## config.mk

```make
export PLATFORM = sky130hd
export DESIGN_NAME = edf_arbiter
export DESIGN_NICKNAME = d
export VERILOG_FILES = /design/src/rtl/edf_arbiter.sv
export SDC_FILE = /design/constraint.sdc
export NUM_CORES = 1
export LEC_CHECK = 0
export ABC_AREA = 1
export CAP_MARGIN = 10
export CORE_AREA = 2 2 236 238
export DETAILED_ROUTE_END_ITERATION = 10
export DIE_AREA = 0 0 238 240
export PLACE_DENSITY = 0.45
export SLEW_MARGIN = 20
export SYNTH_ARGS = -nofsm -noshare
export SYNTH_HDL_FRONTEND = slang
export SYNTH_SLANG_ARGS = --single-unit
```

## constraint.sdc

```tcl
create_clock -name clk_i -period 3.64 [get_ports clk_i]
set_input_delay 0.728 -clock clk_i [delete_from_list [all_inputs] [get_ports clk_i]]
set_output_delay 0.728 -clock clk_i [all_outputs]
set_load 0.02 [all_outputs]
```

## src/rtl/edf_arbiter.sv

```systemverilog
// Earliest-deadline-first arbiter: scans pending+enabled gateway cells one index
// per cycle, presents the earliest absolute deadline to the core, and issues a claim.
module edf_arbiter #(
  parameter int NrIrqs  = 8,
  parameter int TsWidth = 64,
  parameter int IdWidth = $clog2(NrIrqs)
) (
  input  logic                      clk_i,
  input  logic                      rst_i,
  input  logic [NrIrqs-1:0]         ip_i,
  input  logic [NrIrqs-1:0]         en_i,
  input  logic [NrIrqs*TsWidth-1:0] dl_i,
  input  logic                      claim_req_i,
  output logic                      irq_o,
  output logic [IdWidth-1:0]        irq_id_o,
  output logic [TsWidth-1:0]        irq_dl_o,
  output logic [NrIrqs-1:0]         claim_o,
  output logic [1:0]                state_o
);

  // Handshake: irq_o is held high with a stable id/deadline while presenting;
  // a one-cycle claim_req_i in that window is answered by a one-cycle one-hot
  // claim_o on the following cycle, and is ignored in every other state.
  typedef enum logic [1:0] {
    IDLE    = 2'd0,
    SCAN    = 2'd1,
    PRESENT = 2'd2,
    CLAIM   = 2'd3
  } state_t;

  localparam logic [IdWidth-1:0] LastIdx = IdWidth'(NrIrqs - 1);

  state_t               state, state_n;
  logic [IdWidth-1:0]   idx, idx_n;
  logic [NrIrqs-1:0]    snap, snap_n;
  logic                 have_best, have_best_n;
  logic [IdWidth-1:0]   best_id, best_id_n;
  logic [TsWidth-1:0]   best_dl, best_dl_n;

  logic [NrIrqs-1:0]    cand;
  logic [TsWidth-1:0]   dl_arr [NrIrqs];
  logic                 take;

  assign cand = ip_i & en_i;

  for (genvar k = 0; k < NrIrqs; k++) begin : g_unpack
    assign dl_arr[k] = dl_i[k*TsWidth +: TsWidth];
  end

  // Strict less-than keeps the lower index on equal deadlines.
  assign take = snap[idx] && (!have_best || (dl_arr[idx] < best_dl));

  always_ff @(posedge clk_i) begin
    if (rst_i) begin
      state     <= IDLE;
      idx       <= '0;
      snap      <= '0;
      have_best <= 1'b0;
      best_id   <= '0;
      best_dl   <= '0;
    end else begin
      state     <= state_n;
      idx       <= idx_n;
      snap      <= snap_n;
      have_best <= have_best_n;
      best_id   <= best_id_n;
      best_dl   <= best_dl_n;
    end
  end

  always_comb begin
    state_n     = state;
    idx_n       = idx;
    snap_n      = snap;
    have_best_n = have_best;
    best_id_n   = best_id;
    best_dl_n   = best_dl;
    case (state)
      IDLE: begin
        if (|cand) begin
          state_n     = SCAN;
          idx_n       = '0;
          snap_n      = cand;
          have_best_n = 1'b0;
        end
      end
      SCAN: begin
        if (cand != snap) begin
          idx_n       = '0;
          snap_n      = cand;
          have_best_n = 1'b0;
        end else begin
          if (take) begin
            have_best_n = 1'b1;
            best_id_n   = idx;
            best_dl_n   = dl_arr[idx];
          end
          if (idx == LastIdx) begin
            idx_n   = '0;
            state_n = (take || have_best) ? PRESENT : IDLE;
          end else begin
            idx_n = idx + 1'b1;
          end
        end
      end
      PRESENT: begin
        // Losing the presented candidate outranks a simultaneous claim.
        if (!cand[best_id]) begin
          state_n     = SCAN;
          idx_n       = '0;
          snap_n      = cand;
          have_best_n = 1'b0;
        end else if (claim_req_i) begin
          state_n = CLAIM;
        end else if (cand != snap) begin
          state_n     = SCAN;
          idx_n       = '0;
          snap_n      = cand;
          have_best_n = 1'b0;
        end
      end
      CLAIM: begin
        state_n     = IDLE;
        have_best_n = 1'b0;
      end
      default: begin
        state_n = IDLE;
      end
    endcase
  end

  assign irq_o    = (state == PRESENT);
  assign irq_id_o = (state == PRESENT) ? best_id : '0;
  assign irq_dl_o = (state == PRESENT) ? best_dl : '0;
  assign claim_o  = (state == CLAIM) ? (NrIrqs'(1) << best_id) : '0;
  assign state_o  = state;

endmodule

```

==> run metrics <==
grt total ovfl=0; Synth Area in Compound Gates=between 20% and 30%; share of cells above drive strength 1=about an eighth; final instance area=19500 um2; critical-path cell with the highest stage delay=clkdlybuf4s50_1; PortBufs=608; Synth Register Bits=slightly above 80; synthesized net count=between 2000 and 2500; area occupied by multi-input gates=about 7700 um2; Hold Crit Class=flip-flop to flip-flop; global-route wire length before repair=84200 um; final net count=3110; WP data required=3.94 ns; via count of the first global-routing pass=14300; RSZ-0062 raised after global routing=true; Clock Tree Buf Depth=2; register area share after synthesis=roughly 16%; first-pass iteration count of the detailed router=5; fmax=between 200 and 300 MHz; largest cells by area after synthesis=nor2_1 (22%), dfxtp_1 (16%), o21ai_0 (13%), nand2_1 (11%), ha_1 (8.9%); Worst Skew=0.0102 ns; crit path cell chain=clkdlybuf4s50_1, o21ai_0, o22ai_2, nor2_1, a31oi_2, ha_1, a21oi_2, a31oi_4, a2111oi_4, buf_4, nand2_4, nor2_4, nand2_2, nand2_4, nand2_8, buf_12, buf_12, buf_12, nand2_2, nand2_1, nor2_1; crit path max fanout=7; status=complete, no violations; WL final=62900 um; 1st-iter DRT viols=708; worst r2r src=idx[0]$_SDFFE_PP0P_; GRT Total Usage=19.4%; setup violation total in the final timing report=0; average size of a mapped cell=5.37 um2; largest family of logic cells by synthesized area=simple AND/OR/NAND/NOR gates; Hold Startpoint=snap[1]$_SDFFE_PP0P_; asr flop ratio synth=0%; flip-flop and latch area=1630 um2; Max Transition Viols Final=0; final hold viol count=0; Core ar.=54700 um2; crit path time final=3.63 ns; Reg-to-Reg End=best_dl[9]$_SDFFE_PP0P_; cells after synthesis=1842; most used cell, CP=buf_12; FF-to-FF path depth=26; Top FF cell, synth=dfxtp_1; total leakage power=8.52 nW; Worst-Skew Late Latency=0.36 ns; WP data arrival=3.93 ns; Post-DP Area=around 17000 um2; Yosys cell types=34; Hold Path End=snap[1]$_SDFFE_PP0P_; largest net degree at the start of global routing=approximately 70; die width=238 um; CTS Buf Count=9; RePlAce Congestion=0.849; Avg WL per Cell=19.6 um; hold path cells=2; post-synthesis xor/xnor area fraction=0.620%; Setup Crit Path Kind=input port to flip-flop; Final ANT Viol Nets=0; Starting Density=18.1%; endpoint class of the critical path=flip-flop; Max VDD drop=0.000199 V; pwr dens=approximately 370 nW/um2; post-synthesis mux area share=0%; DRC Markers=0; Die ar.=around 57000 um2; synth-to-layout area growth=97.3%; Vias=approximately 15000; worst stage delay on the critical path=0.40 ns; simple-gate share of the synthesized area=a little over a third; Slew HR=57.3%; period utilization=99.8%; synthesized cell area=9890 um2; # IOs=609; count leader, synth=nor2_1; Synth Area in Adders=8.85%; clk sinks=81; Least-Margin Pin Slew=0.639 ns; Clock Pin Slew Worst Setup and Hold Paths=0.07 ns; clk root buf=clkbuf_16; hpwl dp=45300 um; R2R setup slack=0.02 ns; post-synth top area cell=nor2_1; CTS H-tree lvls=3; initial antenna violation count=5; via-per-instance ratio=approximately 4.6; max capacitance violation total=0; EDFF count, synth=0; commonest cells in the netlist=nor2_1 (578), nand2_1 (291), o21ai_0 (261); Syn. warnings=0; CTS tree=done; FILL cells=between 6000 and 7000; Cell Rows=86; WHS=slightly below 0.5 ns; Critical Path Start Type=input port; Die Span Y=240 um; top-area cell type share of the netlist area=21.9%
-- where the power goes --
group          total [W]  internal [W]  switching [W]
Clock           0.000955      0.000530       0.000426
Sequential      0.000987      0.000933      0.0000534
Combinational    0.00528       0.00249        0.00278
Total            0.00722       0.00396        0.00326
-- layout make-up --
class	count	area share (%)
Sequential cell	81	8.35
Timing Repair Buffer	785	42.4
Clock inverter	6	0.308
Inverter	174	3.52
Clock buffer	10	1.17
Multi-Input combinational cell	1456	39.6
Antenna cell	1	0.0128
Timing Repair inverter	2	0.141
Tap cell	704	4.51
-- through the flow --
| step | total power [W] | setup slack, ns | cells | util [%] | TNS (ns) |
|---|---|---|---|---|---|
| 2_1_floorplan | 0.00326 | 0.188 | 1842 | - | 0 |
| 3_3_place_gp | 0.00536 | -0.886 | 3129 | 31.7 | -56.94 |
| 3_5_place_dp | 0.00537 | -0.885 | 3129 | 31.7 | -56.92 |
| 4_1_cts | 0.00659 | -0.0342 | 3153 | 32.8 | -0.347 |
| 5_1_grt | 0.00783 | -0.183 | 3218 | 35.7 | -7.43 |
| 6_report | 0.00722 | 0.00561 | 3219 | 35.7 | 0 |
-- critical path: cells and delay by family --
family	cells	cell delay, ns
simple gates	9	0.74
buf+inv	5	1.01
fa+ha+maj	1	0.36
compound gates	6	1.09
-- registers in the layout, summed over array words and instances (netlist names) --
signal,cells
best_dl,64
best_id,3
have_best,1
idx,3
snap,8
state_o,2
-- placed cells by master (no fill, tap or decap), types with 4 or more instances in the layout --
master           count
clkbuf_16           25
a31oi_1             31
dfxtp_1             79
buf_12              23
o22ai_1             60
o221ai_1             5
a31oi_2             25
o21ai_1             34
buf_16               7
nor2_2              20
xor2_1               4
a211oi_1             4
nor2_4               5
buf_6               14
inv_1              168
nand2_2             22
nor2_1             553
clkdlybuf4s50_1    608
buf_4              111
nand4_1              9
ha_4                 4
nand2_1            263
nand3b_1             7
ha_1                66
o21ai_0            223
a21oi_1             44
nor4_1               4
nand3_1             12
o22ai_2             10
o311ai_0             8
nand2_4              7
a21oi_2              6
-- cells by family after synthesis --
group / after synthesis
xor gates and xnor gates: 7
AOI/OAI and AO/OA: 467
DFF: 81
adders and majority gates: 70
buffers and inverters: 305
and+or+nand+nor: 912
-- worst max-delay path by stage --
stage | startpoint | end | depth (start not counted)
after global routing | idx[0]$_SDFFE_PP0P_ | best_dl[32]$_SDFFE_PP0P_ | 24
after global placement | dl_i[443] | best_dl[41]$_SDFFE_PP0P_ | 21
after CTS | idx[0]$_SDFFE_PP0P_ | best_dl[6]$_SDFFE_PP0P_ | 21
after detailed placement | dl_i[443] | best_dl[11]$_SDFFE_PP0P_ | 21
final | dl_i[443] | best_dl[9]$_SDFFE_PP0P_ | 21
after floorplan | idx[0]$_SDFFE_PP0P_ | best_id[1]$_SDFFE_PP0P_ | 24
-- metal layers --
metal  track usage, %  wire length (um)
met1             21.5             25500
met2             36.6             31800
met3             4.29              4080
met4             5.72              1420
met5                0                40
-- timing repair --
| action | in CTS | in global routing |
|---|---|---|
| gates cloned | 5 | 22 |
| pin swaps | 0 | 47 |
| hold buffers | 0 | 0 |
| setup buffers | 3 | 45 |
| endpoints found under the setup margin | 67 | 67 |
| resized for setup | 24 | 199 |
No activity file was read; power rests on OpenSTA's default activity.
